==> config.mk <==
export PLATFORM = sky130hd
export DESIGN_NAME = ioctl_sdram_loader_flat
export DESIGN_NICKNAME = d
export VERILOG_FILES = /design/src/rtl/ioctl_sdram_loader_if.sv /design/src/rtl/ioctl_sdram_loader.sv /design/src/flat_wrapper.sv
export SDC_FILE = /design/constraint.sdc
export NUM_CORES = 1
export LEC_CHECK = 0
export BUFFER_PORTS_ARGS = -buffer_cell sky130_fd_sc_hd__buf_2
export CORE_MARGIN = 2
export CORE_UTILIZATION = 33
export CTS_CLUSTER_DIAMETER = 100
export CTS_CLUSTER_SIZE = 25
export DETAILED_ROUTE_END_ITERATION = 7
export GPL_TIMING_DRIVEN = 0
export SYNTH_ARGS = -nofsm -noshare
export SYNTH_HDL_FRONTEND = slang
export SYNTH_SLANG_ARGS = --single-unit
==> constraint.sdc <==
create_clock -name clk_sys -period 3.6 [get_ports clk_sys]
set_input_delay 0.54 -clock clk_sys [delete_from_list [all_inputs] [get_ports clk_sys]]
set_output_delay 0.54 -clock clk_sys [all_outputs]
set_load 0.02 [all_outputs]
==> src/rtl/ioctl_sdram_loader_if.sv <==
// SDRAM loader-port write bus: a req/ack handshake carrying word address,
// 16-bit data and byte enables. The loader is the master.
interface ioctl_sdram_loader_if;
  logic        sdram_req;
  logic [23:0] sdram_addr;
  logic [15:0] sdram_din;
  logic [1:0]  sdram_be;
  logic        sdram_ack;

  modport master (
    output sdram_req,
    output sdram_addr,
    output sdram_din,
    output sdram_be,
    input  sdram_ack
  );

  modport slave (
    input  sdram_req,
    input  sdram_addr,
    input  sdram_din,
    input  sdram_be,
    output sdram_ack
  );
endinterface

==> src/rtl/ioctl_sdram_loader.sv <==
// Download-to-SDRAM loader: packs ioctl bytes into 16-bit little-endian words
// with byte enables, buffers them in a small FIFO and writes them to SDRAM via
// a req/ack handshake. clkref_n throttles the download stage so no byte is lost.
module ioctl_sdram_loader #(
  parameter int          DEPTH     = 4,
  parameter logic [23:0] BASE_WORD = 24'h000000,
  parameter logic [5:0]  INDEX     = 6'h3F
) (
  input  logic                        clk_sys,
  input  logic                        reset,
  input  logic                        ioctl_download,
  input  logic [7:0]                  ioctl_index,
  input  logic                        ioctl_wr,
  input  logic [26:0]                 ioctl_addr,
  input  logic [7:0]                  ioctl_dout,
  output logic                        clkref_n,
  ioctl_sdram_loader_if.master        sdram,
  output logic                        loader_busy,
  output logic                        loader_done,
  output logic                        overflow
);

  localparam int AW = (DEPTH > 1) ? $clog2(DEPTH) : 1;
  localparam int CW = AW + 1;
  localparam logic [CW-1:0] DEPTH_C   = CW'(DEPTH);
  localparam logic [CW-1:0] FREE2_LIM = CW'(DEPTH - 2);

  typedef enum logic [1:0] {
    S_IDLE  = 2'd0,
    S_LOAD  = 2'd1,
    S_FLUSH = 2'd2,
    S_DRAIN = 2'd3
  } state_t;

  typedef struct packed {
    logic [23:0] addr;
    logic [15:0] din;
    logic [1:0]  be;
  } wr_word_t;

  // Word address of a download byte; wraps modulo 2^24.
  function automatic logic [23:0] word_addr(input logic [26:0] byte_addr);
    return BASE_WORD + byte_addr[24:1];
  endfunction

  state_t           state, state_nxt;
  logic             download_p1;
  logic             start_hold;
  logic             dl_rise;
  logic             idx_ok;
  logic             byte_acc;
  logic [23:0]      byte_waddr;

  logic             pend_vld;
  logic [23:0]      pend_addr;
  logic [7:0]       pend_byte;
  logic             pend_load;
  logic             pend_clr;

  logic             push_req;
  logic             push_ok;
  logic             push_drop;
  logic             order_err;
  wr_word_t         push_word;
  logic             flush_push;

  wr_word_t         mem [DEPTH];
  logic [AW-1:0]    wr_ptr, rd_ptr;
  logic [CW-1:0]    count;
  logic             fifo_full;
  logic             fifo_empty;
  wr_word_t         head_word;
  logic             pop;

  logic             req_q;
  logic [23:0]      addr_q;
  logic [15:0]      din_q;
  logic [1:0]       be_q;
  logic             done_q;
  logic             ovf_q;
  logic             drain_ok;

  logic             unused_bits;
  assign unused_bits = ^{ioctl_addr[26:25], ioctl_index[7:6]};

  assign dl_rise    = ioctl_download & ~download_p1;
  assign idx_ok     = (INDEX == 6'h3F) || (ioctl_index[5:0] == INDEX);
  assign byte_acc   = ioctl_wr & ioctl_download & idx_ok & (state == S_LOAD);
  assign byte_waddr = word_addr(ioctl_addr);

  assign fifo_full  = (count == DEPTH_C);
  assign fifo_empty = (count == '0);
  assign head_word  = mem[rd_ptr];
  assign pop        = req_q & sdram.sdram_ack;
  assign drain_ok   = fifo_empty & ~req_q;
  assign flush_push = (state == S_FLUSH) & pend_vld & ~fifo_full;
  assign push_ok    = push_req & ~fifo_full;
  assign push_drop  = push_req & fifo_full;

  // Download edge detect and a start request held while the previous file drains.
  always_ff @(posedge clk_sys) begin
    if (reset) begin
      download_p1 <= 1'b0;
      start_hold  <= 1'b0;
    end else begin
      download_p1 <= ioctl_download;
      if (state == S_IDLE)
        start_hold <= 1'b0;
      else if (dl_rise && (state == S_FLUSH || state == S_DRAIN))
        start_hold <= 1'b1;
    end
  end

  // Byte packer: decide what (if anything) is pushed and how the pending byte changes.
  always_comb begin
    push_req  = 1'b0;
    push_word = '0;
    pend_load = 1'b0;
    pend_clr  = 1'b0;
    order_err = 1'b0;
    if (byte_acc) begin
      if (!ioctl_addr[0]) begin
        pend_load = 1'b1;
        if (pend_vld) begin
          push_req  = 1'b1;
          push_word = {pend_addr, 8'h00, pend_byte, 2'b01};
        end
      end else if (pend_vld) begin
        pend_clr = 1'b1;
        push_req = 1'b1;
        if (pend_addr == byte_waddr) begin
          push_word = {pend_addr, ioctl_dout, pend_byte, 2'b11};
        end else begin
          // Odd byte for a different word: keep the even byte, drop the odd one.
          push_word = {pend_addr, 8'h00, pend_byte, 2'b01};
          order_err = 1'b1;
        end
      end else begin
        push_req  = 1'b1;
        push_word = {byte_waddr, ioctl_dout, 8'h00, 2'b10};
      end
    end else if (flush_push) begin
      push_req  = 1'b1;
      push_word = {pend_addr, 8'h00, pend_byte, 2'b01};
      pend_clr  = 1'b1;
    end
  end

  // Pending-byte valid flag.
  always_ff @(posedge clk_sys) begin
    if (reset)
      pend_vld <= 1'b0;
    else if (pend_load)
      pend_vld <= 1'b1;
    else if (pend_clr)
      pend_vld <= 1'b0;
  end

  // Pending-byte address and data (no reset needed; qualified by pend_vld).
  always_ff @(posedge clk_sys) begin
    if (pend_load) begin
      pend_addr <= byte_waddr;
      pend_byte <= ioctl_dout;
    end
  end

  // FIFO storage; writes only when there is room.
  always_ff @(posedge clk_sys) begin
    if (push_ok)
      mem[wr_ptr] <= push_word;
  end

  // FIFO pointers and occupancy; push and pop in one cycle leave the count unchanged.
  always_ff @(posedge clk_sys) begin
    if (reset) begin
      wr_ptr <= '0;
      rd_ptr <= '0;
      count  <= '0;
    end else begin
      if (push_ok)
        wr_ptr <= wr_ptr + AW'(1);
      if (pop)
        rd_ptr <= rd_ptr + AW'(1);
      case ({push_ok, pop})
        2'b10:   count <= count + CW'(1);
        2'b01:   count <= count - CW'(1);
        default: count <= count;
      endcase
    end
  end

  // SDRAM request: load the FIFO head when idle, hold it stable until ack.
  always_ff @(posedge clk_sys) begin
    if (reset) begin
      req_q  <= 1'b0;
      addr_q <= '0;
      din_q  <= '0;
      be_q   <= '0;
    end else if (req_q) begin
      if (sdram.sdram_ack)
        req_q <= 1'b0;
    end else if (!fifo_empty) begin
      req_q  <= 1'b1;
      addr_q <= head_word.addr;
      din_q  <= head_word.din;
      be_q   <= head_word.be;
    end
  end

  assign sdram.sdram_req  = req_q;
  assign sdram.sdram_addr = addr_q;
  assign sdram.sdram_din  = din_q;
  assign sdram.sdram_be   = be_q;

  // Sticky overflow: dropped push or illegal byte ordering.
  always_ff @(posedge clk_sys) begin
    if (reset)
      ovf_q <= 1'b0;
    else if (push_drop || order_err)
      ovf_q <= 1'b1;
  end

  assign overflow = ovf_q;

  // Completion pulse on the DRAIN -> IDLE transition.
  always_ff @(posedge clk_sys) begin
    if (reset)
      done_q <= 1'b0;
    else
      done_q <= (state == S_DRAIN) && drain_ok;
  end

  assign loader_done = done_q;

  // FSM state register.
  always_ff @(posedge clk_sys) begin
    if (reset)
      state <= S_IDLE;
    else
      state <= state_nxt;
  end

  // FSM next-state logic.
  always_comb begin
    state_nxt = state;
    case (state)
      S_IDLE:  if (dl_rise || start_hold) state_nxt = S_LOAD;
      S_LOAD:  if (!ioctl_download)       state_nxt = S_FLUSH;
      S_FLUSH: if (!pend_vld || !fifo_full) state_nxt = S_DRAIN;
      S_DRAIN: if (drain_ok)              state_nxt = S_IDLE;
      default:                            state_nxt = S_IDLE;
    endcase
  end

  // FSM outputs: throttle needs room for two words (byte in flight plus one more).
  always_comb begin
    loader_busy = (state != S_IDLE);
    clkref_n    = 1'b1;
    if (state == S_LOAD && count <= FREE2_LIM)
      clkref_n = 1'b0;
  end

endmodule

==> src/flat_wrapper.sv <==
// flat-port wrapper written by rule: the top's interface ports become plain ports
module ioctl_sdram_loader_flat 
#(
  parameter int          DEPTH     = 4,
  parameter logic [23:0] BASE_WORD = 24'h000000,
  parameter logic [5:0]  INDEX     = 6'h3F
)
  (clk_sys, reset, ioctl_download, ioctl_index, ioctl_wr, ioctl_addr, ioctl_dout, clkref_n, loader_busy, loader_done, overflow, sdram_sdram_req, sdram_sdram_addr, sdram_sdram_din, sdram_sdram_be, sdram_sdram_ack);
  ioctl_sdram_loader_if sdram_i ();
  input  logic clk_sys;
  input  logic reset;
  input  logic ioctl_download;
  input  logic [7:0] ioctl_index;
  input  logic ioctl_wr;
  input  logic [26:0] ioctl_addr;
  input  logic [7:0] ioctl_dout;
  output logic clkref_n;
  output logic loader_busy;
  output logic loader_done;
  output logic overflow;
  output wire logic [$bits(sdram_i.sdram_req)-1:0] sdram_sdram_req;
  output wire logic [$bits(sdram_i.sdram_addr)-1:0] sdram_sdram_addr;
  output wire logic [$bits(sdram_i.sdram_din)-1:0] sdram_sdram_din;
  output wire logic [$bits(sdram_i.sdram_be)-1:0] sdram_sdram_be;
  input wire logic [$bits(sdram_i.sdram_ack)-1:0] sdram_sdram_ack;
  assign sdram_sdram_req = sdram_i.sdram_req;
  assign sdram_sdram_addr = sdram_i.sdram_addr;
  assign sdram_sdram_din = sdram_i.sdram_din;
  assign sdram_sdram_be = sdram_i.sdram_be;
  assign sdram_i.sdram_ack = sdram_sdram_ack;
  ioctl_sdram_loader #(.DEPTH(DEPTH), .BASE_WORD(BASE_WORD), .INDEX(INDEX)) u_core (.clk_sys(clk_sys), .reset(reset), .ioctl_download(ioctl_download), .ioctl_index(ioctl_index), .ioctl_wr(ioctl_wr), .ioctl_addr(ioctl_addr), .ioctl_dout(ioctl_dout), .clkref_n(clkref_n), .sdram(sdram_i), .loader_busy(loader_busy), .loader_done(loader_done), .overflow(overflow));
endmodule
After elaboration in Yosys (flattened, before gate mapping)
Memories as Yosys holds them, arrays and structs flattened. A register that Yosys moved wholly into a read port is not among the register bits.
Cells that the tools add are included.

word-level totals
  flip-flop bits (word level) = 47
  memories kept = 1
  output and inout port bits = 47
  RAM bits = 168

memory list
  memory      words  width  read ports  clocked after memory_dff  wr ports  RTL line                  source
  u_core.mem  4      42     1           1                         1         ioctl_sdram_loader.sv:67  wr_word_t mem [DEPTH];

operators by class
  add/subtract/negate cells = 4
  reductions and logical operators = 17
  bitwise gates (word level) = 13
  equal/unequal tests = 11
  magnitude comparators = 1
  muxes and demuxes = 32

operator list
  kind                 number
  $mux 42              5
  $eq 24x24->1         1
  $mux 1               20
  $mux 18              1
  $and 1x1->1          9
  $mux 2               4
  $pmux 2 s4           1
  $eq 2x2->1 const B   3
  $ne 2x2->1 const B   3
  $pmux 3 s2           1
  $reduce_bool 2->1    3
  $add 2x1->2 const B  2
  $eq 2x1->1 const B   2
  $logic_or 1x1->1     4
  $not 1->1            4
  $reduce_and 4->1     1
  $add 3x1->3 const B  1
  $eq 3x3->1 const B   1
  $le 3x2->1 const B   1
  $logic_and 1x1->1    3
  $logic_not 3->1      1
  $sub 3x1->3 const B  1
  $logic_not 1->1      2
  $logic_not 2->1      1
  other kinds (3)      3

Logic depth before layout (Yosys ltp)
Gate-level depths: netlist (run 1).

  depth after elaboration = 8
  depth in mapped cells = 12
  mapped depth without buffers = 12

Worst setup path after synthesis (run 1)
No wires, ideal clock.

  path kind = register to register
  from = reg u_core.state[1]
  to = reg u_core.pend_addr[0] (enable)
  arrival = 2.344 ns
  setup slack = 0.829 ns
  path buffers = 0
  period minus slack after synthesis = 2.771 ns
  stages on the path, launching flop included = 5
  required time = 3.173 ns
  path through = dfxtp_1 -> inv_1 -> ha_1 -> and3_1 -> nor2b_1

on the way
  longest elaborated chain between the ends = 3

ends and longest elaborated chain
  element                 RTL line                   source
  from (decl)             ioctl_sdram_loader.sv:46   state_t state, state_nxt;
  from (signal assigned)  ioctl_sdram_loader.sv:240  state <= state_nxt;
  $eq 2x1->1              ioctl_sdram_loader.sv:88   assign byte_acc = ioctl_wr & ioctl_download & idx_ok & (state == S_LOAD);
  $and 1x1->1             ioctl_sdram_loader.sv:88
  $mux 1                  ioctl_sdram_loader.sv:121  if (byte_acc) begin
  via u_core.pend_load    ioctl_sdram_loader.sv:57   logic pend_load;
  to (signal assigned)    ioctl_sdram_loader.sv:162  pend_addr <= byte_waddr;
  to (decl)               ioctl_sdram_loader.sv:55   logic [23:0] pend_addr;

The timed path passes the listed nets, and every way through them passes these cells.
A chain may end at the register's enable or synchronous reset.

Worst setup path in the final report (run 1)
  from = reg u_core.state[1]
  to = mem u_core.mem[1][35] in the netlist's numbering (enable)

on the way
  longest elaborated chain between the ends = 8

ends and longest elaborated chain
  element                           RTL line                   source
  $eq 2x2->1                        ioctl_sdram_loader.sv:96   assign flush_push = (state == S_FLUSH) & pend_vld & ~fifo_full;
  $and 1x1->1 (2 in series)         ioctl_sdram_loader.sv:96
  $mux 1                            ioctl_sdram_loader.sv:142  end else if (flush_push) begin
  $mux 1 (*)                        ioctl_sdram_loader.sv:121
  $and 1x1->1 (*)                   ioctl_sdram_loader.sv:97   assign push_ok = push_req & ~fifo_full;
  $mux 1 (*)                        ioctl_sdram_loader.sv:169  if (push_ok)
  $mux 1 (not written as such) (*)  ioctl_sdram_loader.sv:170  mem[wr_ptr] <= push_word;
  to (decl)                         ioctl_sdram_loader.sv:67

Mark *: on every way between the ends. The rest lies on a longest branch, timed or not.

==> metrics.md, run 1 <==
| Metric | Value |
|---|---|
| PortBufs | `83` |
| Fin crit share | `82.2%` |
| Synth Area in Compound Gates | `around 5.8%` |
| Synthesized cell area | `10100 sq um` |
| Cts hold-fix bufs | `0` |
| Most common flop cell mapped by yosys | `edfxtp_1` |
| Status | `finished clean` |
| RePlAce Congestion | `0.747` |
| Ports | `95` |
| Initial Util | `33.2%` |
| Reg clk slew, reported paths | `~0.10 ns` |
| Final setup TNS | `0 ns` |
| Synth Register Bits | `257` |
| N_diodes | `0` |
| Synth cell types | `between 40 and 50` |
| DIE AREA | `~32000 sq um` |
| RSZ-0062 raised after global routing | `no` |
| PostCTS Resize Cnt | `0` |
| Vias | `5470` |
| CTS tree | `done` |
| Critical path class | `flip-flop to flip-flop` |
| Post-Synth Adder-Cell Area | `1.54%` |
| Clock tree buffer depth | `3` |
| Pre-antenna DRT Iters | `7` |
| Share of post-route cells with drive strength above 1 | `22.8%` |
| Worst reg2reg startpoint | `u_core.state[1]$_SDFFE_PP0P_` |
| Seq/Total Area, Yosys | `a little under three quarters` |
| Max_cap viols | `0` |
| Period minus WS final | `2.96 ns` |
| Worst setup SP type | `flip-flop` |
| Avg Vias per Cell | `4.77` |
| Worst-margin pin slew | `a little under 0.8 ns` |
| Die span in y | `179 um` |
| Fin area | `11500 sq um` |
| Total CTS buffers | `14` |
| FFs w/ async S/R, synth | `0%` |
| Routed wire length per instance | `about 19 um` |
| Final core utilization | `38.0%` |
| Critical path arrival | `3.14 ns` |
| Post-synthesis mux area share | `9.59%` |
| Remaining DRCs | `0` |
| Antenna violations before repair | `0` |
| Relative slew slack | `48.6%` |
| Pwr Total | `between 6000 and 7000 uW` |
| Root buffer cell | `clkbuf_16` |
| Synth Area in XOR/XNOR | `2.43%` |
| Max FO, Critical Path | `24` |
| Htree depth | `1` |
| Worst VDD drop | `274 uV` |
| Worst min path class | `input port to flip-flop` |
| Total GRT Usage | `between 10% and 20%` |
| Final ANT Viol Nets | `0` |
| Slowest stage delay, CP | `approximately 0.67 ns` |
| Largest net degree at the start of global routing | `32` |
| Syn. warnings | `0` |
| Min-Delay Startpoint | `ioctl_dout[4]` |
| Final worst slack | `roughly 0.64 ns` |
| Layout Nets | `801` |
| Global route overflow | `0` |
| Avg Inst Size Synth | `~16 sq um` |
| Post-CTS Setup Inserts | `0` |
| Final Hold Fails | `0` |
| Initial detailed-routing violation count | `roughly 340` |
| Clock latency on the worst-skew pair | `between 0.4 and 0.5 ns` |
| Max Slew Vio Count | `0` |
| Core area | `about 30000 sq um` |
| Post-synthesis cell count | `638` |
| DP Worst Slack | `0.718 ns` |
| Synth Area in Simple Gates | `7.70%` |
| Die X | `between 150 and 200 um` |
| Largest family of logic cells by synthesized area | `multiplexers` |
| Final setup viols | `0` |
| CP Capture Type | `flip-flop` |
| Area after DPL | `11100 sq um` |
| Post-DP HPWL | `14700 um` |
| Vias in the first global route | `between 5000 and 6000` |
| EDFF count, synth | `200` |
| First-pass GRT wire length | `32500 um` |
| Worst EP required | `3.78 ns` |
| Drt total wl | `between 20000 and 25000 um` |
| Pwr Density | `about 530 nW/um^2` |
| Clock sink count | `257` |
| Syn_nets | `697` |
| Area growth, synth to finish | `14.3%` |
| Pleak | `0.00372 uW` |
| FMAX | `0.338 GHz` |
| Slowest CP cell | `and2_2` |
| Clk_skew | `0.0167 ns` |
| CP cell instances | `inv_1 > ha_1 > and3_1 > nand2_1 > a21oi_1 > and2_2 > buf_12` |
| Rows | `64` |
| Worst Setup SP | `u_core.state[1]$_SDFFE_PP0P_` |
[where the power goes]
group / switching [uW] / internal (uW) / total [uW] / leakage (uW)
clock: 940 / 792 / 1730 / 0.000204
sequential: 74.0 / 3340 / 3410 / 0.00220
combinational: 584 / 345 / 928 / 0.00132
total: 1600 / 4470 / 6070 / 0.00372
[layout by cell type (no fill, tap or decap), types with 8 or more instances in the layout]
| master | Yosys | layout |
|---|---|---|
| a21oi_1 | 49 | 49 |
| a22o_1 | 24 | 24 |
| and2_1 | 13 | 9 |
| buf_2 | 9 | 92 |
| clkbuf_1 | 20 | 27 |
| clkbuf_16 | 0 | 15 |
| dfxtp_1 | 57 | 57 |
| edfxtp_1 | 200 | 200 |
| ha_1 | 10 | 10 |
| inv_1 | 11 | 11 |
| mux4_2 | 42 | 42 |
| nand2_1 | 91 | 91 |
| nand3b_1 | 8 | 8 |
| nand4_1 | 9 | 9 |
| nor2_1 | 12 | 12 |
| o21ai_1 | 8 | 8 |
| xor2_1 | 27 | 27 |
[area by class of cell]
cell class	count	area (sq um)
fillers	2870	18800
clock buffers	22	402
well taps	396	495
plain buffers	35	173
multi-input cells	335	2740
flip-flops and latches	257	7150
repair buffers	88	515
clock inverters	2	21.3
inverters	11	41.3
[worst paths after layout]
kind / to / slack (ns) / depth (start not counted)
max: u_core.mem[1][35]$_DFFE_PP_ / 0.64 / 7
min: u_core.pend_byte[4]$_DFFE_PP_ / 0.25 / 1
max reg2reg: u_core.mem[1][35]$_DFFE_PP_ / 0.64 / 7
min reg2reg: u_core.sdram.sdram_din[9]$_SDFFE_PP0P_ / 0.45 / 2
[layer usage]
layer	up-vias	global-route usage, %	wire length [um]	share of wire [%]
met3	25	1.91	1040	4.9
met5	-	0	0	0
li1	2614	-	-	-
met2	122	22.6	10300	48
met4	0	2.95	387	1.8
met1	2709	18.8	9660	45
[registers in the layout, indices dropped and copies added (netlist names)]
signal                   cells
u_core.pend_addr            24
u_core.count                 3
u_core.overflow              1
u_core.start_hold            1
u_core.state                 2
u_core.sdram.sdram_addr     24
u_core.pend_byte             8
u_core.wr_ptr                2
u_core.pend_vld              1
u_core.download_p1           1
u_core.sdram.sdram_req       1
u_core.sdram.sdram_be        2
u_core.rd_ptr                2
u_core.loader_done           1
u_core.mem                 168
u_core.sdram.sdram_din      16
[synthesized netlist by cell type, types with 2 or more instances]
cell        n  area [sq um]
o21ai_1     8          40.0
nand3b_1    8          60.1
clkbuf_1   20          75.1
nor4_1      5          31.3
ha_1       10           125
buf_1       2          7.51
edfxtp_1  200          6010
buf_2       9          45.0
nor3_1      3          15.0
inv_1      11          41.3
nand4_1     9          56.3
a21oi_1    49           245
a21o_1      2          15.0
nor2b_1     4          25.0
nand2b_1    2          12.5
nor4_4      2          42.5
mux4_2     42           946
o21ai_0     2          10.0
and3_1      2          12.5
buf_6       4          45.0
nand3_1     2          10.0
nand2_1    91           342
and2_1     13          81.3
dfxtp_1    57          1140
xor2_1     27           236
a22o_1     24           210
nor2_1     12          45.0
[logic make-up after synthesis]
logic type,count (synthesis)
buffers and inverters,46
DFF,257
and+or+nand+nor,159
AOI/OAI and AO/OA,92
xor gates and xnor gates,28
muxes,44
adders and majority gates,12
[stage by stage]
stage,std cells,hold WS [ns]
after floorplan,638,0.468
after global placement,1117,0.442
after detailed placement,1122,0.446
after CTS,1146,0.232
after global routing,1146,0.236
final,1146,0.253
[worst max-delay path: cells and delay by family, from the launching register on]
family	cells	cell delay, ns
AND/OR/NAND/NOR	3	1.12
flip-flops	1	0.35
buffers and inverters	2	0.41
AO/OA/AOI/OAI	1	0.55
adder cells (fa/ha/maj)	1	0.20
Power figures use the tool's default switching activity.
==> run 2, diff against run 1 <==
--- a/config.mk
+++ b/config.mk
@@ -5,6 +5,7 @@
 export SDC_FILE = /design/constraint.sdc
 export NUM_CORES = 1
 export LEC_CHECK = 0
+export ABC_AREA = 1
 export BUFFER_PORTS_ARGS = -buffer_cell sky130_fd_sc_hd__buf_2
 export CORE_MARGIN = 2
 export CORE_UTILIZATION = 33
==> constraint.sdc (replaced) <==
create_clock -name clk_sys -period 2.6 [get_ports clk_sys]
set_input_delay 0.39 -clock clk_sys [delete_from_list [all_inputs] [get_ports clk_sys]]
set_output_delay 0.39 -clock clk_sys [all_outputs]
set_load 0.02 [all_outputs]
==> run 2 against run 1 <==
Non-clock buffer count increased by 19. Die area increased by 2.7%. Sequential cell count unchanged. Register-to-register slack got worse by 0.50 ns. Clock-buffer cell count unchanged. Critical endpoint is now u_core.mem[0][37]$_DFFE_PP_. Highest routed layer is now met5.
==> metrics.md, run 2 <==
| Metric | Value |
|---|---|
| Final worst slack | `0.145 ns (-0.496 ns)` |
| Synth cell types | `33 (-27%)` |
| Synth Register Bits | `257 (unchanged)` |
| Layout Nets | `1106 (+38%)` |
| CTS tree | `done` |
| Hold Slack | `0.0880 ns (-0.165 ns)` |
| Critical path class | `flip-flop to flip-flop` |
| Period minus WS final | `2.45 ns (-0.504 ns)` |
| Ports | `95 (unchanged)` |
| Syn. warnings | `0 (unchanged)` |
| Rows | `64 (unchanged)` |
| Vias in the first global route | `6702 (+24%)` |
| Remaining DRCs | `0 (unchanged)` |
| Final setup TNS | `0 ns (unchanged)` |
| Worst min path class | `input port to flip-flop` |
| Max FO, Critical Path | `22 (-8.3%)` |
| Most common flop cell mapped by yosys | `edfxtp_1` |
| DIE AREA | `32800 sq um (+2.7%)` |
| CP Capture Type | `flip-flop` |
| Top cells by area, synth | `edfxtp_1 58%, dfxtp_1 11%, nor2_1 7.7%, o21ai_0 4.4%, inv_1 3.1%` |
| Die X | `181 um (+1.4%)` |
| Pleak | `0.00469 uW (+26%)` |
| Total CTS buffers | `14 (unchanged)` |
| Post-synthesis cell count | `937 (+47%)` |
| Reg clk slew, reported paths | `0.10 ns (about the same)` |
| Syn_nets | `996 (+43%)` |
| Final setup viols | `0 (unchanged)` |
| Seq/Total Area, Yosys | `68.9% (-1.9 points)` |
| Clock sink count | `257 (unchanged)` |
| Avg Vias per Cell | `4.75 (-0.47%)` |
| Fin area | `11900 sq um (+3.5%)` |
| Share of post-route cells with drive strength above 1 | `15.6% (-7.2 points)` |
| Commonest cells after routing, fill and taps aside | `209 x nor2_1, 200 x edfxtp_1, 101 x buf_2` |
| Vias | `6893 (+26%)` |
| Yosys top cell by area | `edfxtp_1` |
| Clock latency on the worst-skew pair | `0.50 ns (about the same)` |
| Final ANT Viol Nets | `0 (unchanged)` |
| Critical path arrival | `2.66 ns (-0.48 ns)` |
| Hold worst-path end | `u_core.pend_addr[14]$_DFFE_PP_` |
| Reg2reg path depth | `7 (unchanged)` |
| FFs w/ async S/R, synth | `0% (unchanged)` |
| Top post-synthesis cells by count | `213 x nor2_1, 200 x edfxtp_1, 91 x o21ai_0` |
| PortBufs | `83 (unchanged)` |
| Relative slew slack | `41.2% (-7.3 points)` |
| Pre-antenna DRT Iters | `5 (-2)` |
| Core area | `30700 sq um (+1.3%)` |
| Max reg flops | `168 (unchanged)` |
| First-pass GRT wire length | `38100 um (+17%)` |
| Min-Delay Startpoint | `ioctl_addr[15]` |
| Max_cap viols | `0 (unchanged)` |
| Initial Util | `33.7% (+0.48 points)` |
| Status | `finished clean` |
| Synthesized cell area | `10400 sq um (+2.8%)` |
| FMAX | `0.407 GHz (+21%)` |
| Total GRT Usage | `15.0% (+1.5 points)` |
| RR Endpoint | `u_core.mem[0][37]$_DFFE_PP_` |
| Max Slew Vio Count | `0 (unchanged)` |
| Worst EP required | `2.81 ns (-0.97 ns)` |
| Most common cell after layout, fill and taps aside | `nor2_1` |
| Most frequent cell after synthesis | `nor2_1` |
| Worst reg2reg startpoint | `u_core.state[0]$_SDFFE_PP0P_` |
| Pwr Total | `10300 uW (+70%)` |
| Final Hold Fails | `0 (unchanged)` |
| Pwr Density | `867 nW/um^2 (+65%)` |
| Die span in y | `181 um (+1.4%)` |
| Drt total wl | `24900 um (+17%)` |
| Global route overflow | `0 (unchanged)` |
| Area growth, synth to finish | `15.1%` |
| Flop-to-flop setup slack | `0.15 ns (-0.50 ns)` |
| Htree depth | `1 (unchanged)` |
| Top cell type's share of synthesized area | `57.9% (-1.6 points)` |
| Worst VDD drop | `463 uV (+69%)` |
| DP Worst Slack | `0.0115 ns (-0.706 ns)` |
| RePlAce Congestion | `0.730 (-2.2%)` |
| RSZ-0062 raised after global routing | `yes` |
| Clk_skew | `0.0191 ns (+0.00241 ns)` |
| Post-DP HPWL | `16300 um (+11%)` |
| Largest net degree at the start of global routing | `34 (+6.3%)` |
| Antenna violations before repair | `2 (+2)` |
| Root buffer cell | `clkbuf_16` |
| Worst-margin pin slew | `0.880 ns (+0.112 ns)` |
| EDFF count, synth | `200 (unchanged)` |
| Worst setup SP type | `flip-flop` |
| Top reg by flops | `u_core.mem` |
| Clock tree buffer depth | `3 (unchanged)` |
| Min-Delay Path Depth | `1 (unchanged)` |
| Fin crit share | `94.4% (+12 points)` |
| Routed wire length per instance | `17.2 um (-7.8%)` |
| Avg Inst Size Synth | `11.1 sq um (-30%)` |
| Area after DPL | `11400 sq um (+2.8%)` |
| N_diodes | `0 (unchanged)` |
| Initial detailed-routing violation count | `652 (+90%)` |
## run 2: changes by cell type after synthesis, moves of 13 or more
cell,previous run,this run
nor2_1,12,213
o21ai_0,2,91
inv_1,11,85
a31oi_1,0,42
mux4_2,42,0
a21oi_1,49,10
o21ai_1,8,45
a22o_1,24,0
xor2_1,27,3
o22ai_1,1,22
and2_1,13,0
## run 2: through the flow
step	util [%]	std cells
floorplan	-	937
global placement	36.7	1416
detailed placement	37.2	1421
CTS	38.6	1445
global route	38.8	1451
finish	38.8	1451
## run 2: worst max-delay path by stage
stage,startpoint,to,slack (ns),cells past startpoint
2_1_floorplan,u_core.state[1]$_SDFFE_PP0P_,u_core.mem[0][0]$_DFFE_PP_,-0.03,7
3_3_place_gp,u_core.state[1]$_SDFFE_PP0P_,u_core.mem[1][32]$_DFFE_PP_,-1.15,7
3_5_place_dp,u_core.state[1]$_SDFFE_PP0P_,u_core.count[2]$_SDFFE_PP0P_,0.01,13
4_1_cts,u_core.state[1]$_SDFFE_PP0P_,u_core.count[2]$_SDFFE_PP0P_,0.002,13
5_1_grt,u_core.state[0]$_SDFFE_PP0P_,u_core.mem[0][25]$_DFFE_PP_,-0.04,7
6_report,u_core.state[0]$_SDFFE_PP0P_,u_core.mem[0][37]$_DFFE_PP_,0.15,7
## run 2: worst max-delay path, stage by stage, from the launching register on
cell	delay, ns
dfxtp_1	0.36
inv_1	0.11
ha_1	0.25
nand3_2	0.14
a21oi_2	0.23
nand2_4	0.15
nor2_4	0.64
buf_12	0.27
## run 2: logic make-up (layout without fill, tap and decap cells)
group / after synthesis / count (layout) / synth area share (%)
AO/OA/AOI/OAI: 217 / 217 / 11.6
XOR/XNOR: 3 / 3 / 0.253
adder cells (fa/ha/maj): 11 / 11 / 1.40
buffers and inverters: 138 / 256 / 6.11
flip-flops: 257 / 257 / 68.9
AND/OR/NAND/NOR: 311 / 311 / 11.7
## run 2: cell type report
class                   instances  area (sq um)
inverters                      90           338
fillers                      3031         18800
clock inverters                 2          46.3
well taps                     396           495
repair buffers                 94           576
plain buffers                  48           295
flip-flops and latches        257          7150
clock buffers                  22           402
multi-input cells             542          2640
## run 2: timing repair
item	4_1_cts	5_1_grt
hold buffers	0	0
resized for setup	0	4
setup endpoints to repair	0	85
setup buffers	0	6
## run 2: per-layer routing
metal / wire (um) / global-route usage [%] / vias up
li1: - / - / 3425
met1: 11300 / 20.1 / 3242
met2: 11400 / 24.9 / 186
met3: 1520 / 2.54 / 36
met4: 598 / 4.88 / 4
met5: 24 / 0 / -
## run 2: where the power goes
group / leakage (uW) / switching [uW] / internal (uW) / total [uW]
Combinational: 0.00202 / 1850 / 865 / 2710
Clock: 0.000215 / 1300 / 1200 / 2500
Sequential: 0.00245 / 264 / 4880 / 5140
Total: 0.00469 / 3410 / 6940 / 10300
==> run 3, diff against run 2 <==
--- a/config.mk
+++ b/config.mk
@@ -9,6 +9,7 @@
 export BUFFER_PORTS_ARGS = -buffer_cell sky130_fd_sc_hd__buf_2
 export CORE_MARGIN = 2
 export CORE_UTILIZATION = 33
+export CTS_BUF_LIST = sky130_fd_sc_hd__clkbuf_2
 export CTS_CLUSTER_DIAMETER = 100
 export CTS_CLUSTER_SIZE = 25
 export DETAILED_ROUTE_END_ITERATION = 7
==> run 3 against run 2 <==
Power is 8.9% lower. Design area is 0.94% higher. Global-route usage hardly changed. Combinational power is 2% higher. Highest routed layer is now met4. Sequential cell count stayed put. Die area stayed put. Non-clock buffer count is 38 higher. First-iteration DRC count is 15% lower. Largest cell class unchanged.
==> metrics.md, run 3 (same netlist as run 2, synthesis figures left out) <==
| Metric | Value |
|---|---|
| Htree depth | `1 (unchanged)` |
| Clock tree buffer depth | `3 (unchanged)` |
| Avg Vias per Cell | `4.73 (-0.45%)` |
| Max Slew Vio Count | `0 (unchanged)` |
| DIE AREA | `32800 sq um (unchanged)` |
| Global route overflow | `0 (unchanged)` |
| Final setup viols | `0 (unchanged)` |
| Final Hold Fails | `0 (unchanged)` |
| Total GRT Usage | `15.0% (-0.035 points)` |
| Critical path class | `flip-flop to flip-flop` |
| Most common cell after layout, fill and taps aside | `nor2_1` |
| Core area | `30700 sq um (unchanged)` |
| First-pass GRT wire length | `38300 um (+0.58%)` |
| Clock latency on the worst-skew pair | `0.84 ns (+0.34 ns)` |
| Post-DP HPWL | `16300 um (unchanged)` |
| Ports | `95 (unchanged)` |
| Area growth, synth to finish | `16.2%` |
| Share of post-route cells with drive strength above 1 | `15.7% (+0.082 points)` |
| Reg clk slew, reported paths | `0.41 ns (+0.31 ns)` |
| Die span in y | `181 um (unchanged)` |
| Hold Slack | `0.259 ns (+0.171 ns)` |
| Area after DPL | `11400 sq um (unchanged)` |
| Remaining DRCs | `0 (unchanged)` |
| DR WL met3 | `1390 um (-8.1%)` |
| RSZ-0062 raised after global routing | `yes` |
| Worst EP required | `3.38 ns (+0.57 ns)` |
| Worst VDD drop | `416 uV (-10%)` |
| Critical path arrival | `3.20 ns (+0.54 ns)` |
| Root buffer cell | `clkbuf_2` |
| Pre-antenna DRT Iters | `5 (unchanged)` |
| Fin area | `12000 sq um (+0.94%)` |
| Clk_skew | `0.0977 ns (+0.0786 ns)` |
| Period minus WS final | `2.42 ns (-0.0364 ns)` |
| Commonest cells after routing, fill and taps aside | `209 x nor2_1, 200 x edfxtp_1, 101 x buf_2` |
| CTS tree | `done` |
| Relative slew slack | `40.9% (-0.37 points)` |
| Reg2reg path depth | `13 (+6)` |
| Rows | `64 (unchanged)` |
| DR WL met2 | `11700 um (+1.8%)` |
| CP cell instances | `inv_1 > ha_1 > nand3_2 > nor3_2 > a21oi_2 > nand2_4 > ha_1 > inv_1 > fa_1 > a21oi_1 > o21ai_0 > o21ai_0 > a21oi_1` |
| RePlAce Congestion | `0.730 (unchanged)` |
| Clock sink count | `257 (unchanged)` |
| Slowest stage delay, CP | `0.41 ns (-0.23 ns)` |
| FMAX | `0.413 GHz (+1.5%)` |
| Worst reg2reg startpoint | `u_core.state[1]$_SDFFE_PP0P_` |
| Routed wire length per instance | `16.9 um (-1.6%)` |
| Top sig layer | `met4` |
| Pwr Density | `783 nW/um^2 (-9.7%)` |
| Worst min path class | `input port to flip-flop` |
| Pwr Total | `9430 uW (-8.9%)` |
| Max reg flops | `168 (unchanged)` |
| Flop-to-flop setup slack | `0.18 ns (+0.04 ns)` |
| Status | `finished clean` |
| Max FO, Critical Path | `10 (-55%)` |
| Initial Util | `33.7% (unchanged)` |
| Die X | `181 um (unchanged)` |
| DP Worst Slack | `0.0115 ns (unchanged)` |
| PortBufs | `83 (unchanged)` |
| Layout Nets | `1145 (+3.5%)` |
| Pleak | `0.00475 uW (+1.5%)` |
| Largest net degree at the start of global routing | `34 (unchanged)` |
| Vias in the first global route | `6835 (+2.0%)` |
| Wl on met1 | `11600 um (+2.5%)` |
| CP Capture Type | `flip-flop` |
| Max_cap viols | `0 (unchanged)` |
| Worst setup SP type | `flip-flop` |
| Drt total wl | `25200 um (+1.2%)` |
| RR Endpoint | `u_core.count[2]$_SDFFE_PP0P_` |
| Final ANT Viol Nets | `0 (unchanged)` |
| Total CTS buffers | `14 (unchanged)` |
| Antenna violations before repair | `1 (-1)` |
| Initial detailed-routing violation count | `553 (-15%)` |
| Top reg by flops | `u_core.mem` |
| Slowest CP cell | `dfxtp_1` |
| Crit path to | `u_core.count[2]$_SDFFE_PP0P_` |
| Worst-margin pin slew | `0.885 ns (+0.00550 ns)` |
| Final worst slack | `0.181 ns (+0.0364 ns)` |
| Vias | `7051 (+2.3%)` |
| Worst Setup SP | `u_core.state[1]$_SDFFE_PP0P_` |
| Fin crit share | `93.0% (-1.4 points)` |
[run 3: cell types whose count changed in the layout (fill, tap and decap cells not counted), moves of 2 or more]
cell | before | now
dlygate4sd3_1 | 0 | 38
clkbuf_2 | 2 | 24
clkbuf_1 | 18 | 11
clkbuf_16 | 15 | 0
buf_4 | 8 | 6
buf_12 | 3 | 5
[run 3: worst max-delay path, delay by kind of cell (launching register included)]
family / cells / cell delay (ns)
DFF: 1 / 0.41
adders and majority gates: 3 / 0.77
AOI/OAI and AO/OA: 5 / 0.54
buffers and inverters: 2 / 0.18
and+or+nand+nor: 3 / 0.54
[run 3: worst min-delay path by stage]
stage | endpoint | cells past startpoint | slack, ns | startpoint
after floorplan | u_core.count[0]$_SDFFE_PP0P_ | 1 | 0.44 | u_core.count[0]$_SDFFE_PP0P_
after global placement | u_core.count[0]$_SDFFE_PP0P_ | 1 | 0.45 | u_core.count[0]$_SDFFE_PP0P_
after detailed placement | u_core.count[0]$_SDFFE_PP0P_ | 1 | 0.46 | u_core.count[0]$_SDFFE_PP0P_
after CTS | u_core.pend_addr[14]$_DFFE_PP_ | 2 | 0.16 | ioctl_addr[15]
after global routing | u_core.pend_byte[2]$_DFFE_PP_ | 2 | 0.18 | ioctl_dout[2]
final | u_core.pend_byte[2]$_DFFE_PP_ | 2 | 0.26 | ioctl_dout[2]
[run 3: routing by layer]
metal	up-vias	GRT usage, %
met4	0	4.46
met3	30	2.24
met5	-	0
li1	3511	-
met2	195	25.1
met1	3315	20.3
[run 3: where the power goes]
group / switching, uW / leakage, uW / internal (uW) / total [uW]
registers: 265 / 0.00245 / 4880 / 5140
clock network: 1190 / 0.000113 / 334 / 1520
logic: 1860 / 0.00219 / 900 / 2760
total: 3320 / 0.00475 / 6110 / 9430
[run 3: final cells by class]
cell class / count / area [sq um]
fillers: 3047 / 18700
flip-flops and latches: 257 / 7150
multi-input cells: 543 / 2630
repair buffers: 132 / 981
well taps: 396 / 495
inverters: 90 / 338
plain buffers: 48 / 295
clock buffers: 22 / 110
clock inverters: 2 / 46.3
diodes: 1 / 2.50
[run 3: stage by stage]
stage,setup TNS [ns],cells,utilization [%]
3_5_place_dp,0,1421,37.2
2_1_floorplan,-4.86,937,-
3_3_place_gp,-182.56,1416,36.7
5_1_grt,-0.0560,1491,39.2
4_1_cts,0,1483,38.9
6_report,0,1491,39.2
[run 3: what timing repair did]
action                     CTS  global route
gates resized for setup      0             2
hold buffers                38             0
hold endpoints to repair   168             0
setup endpoints to repair    0            78
setup buffers                0             6
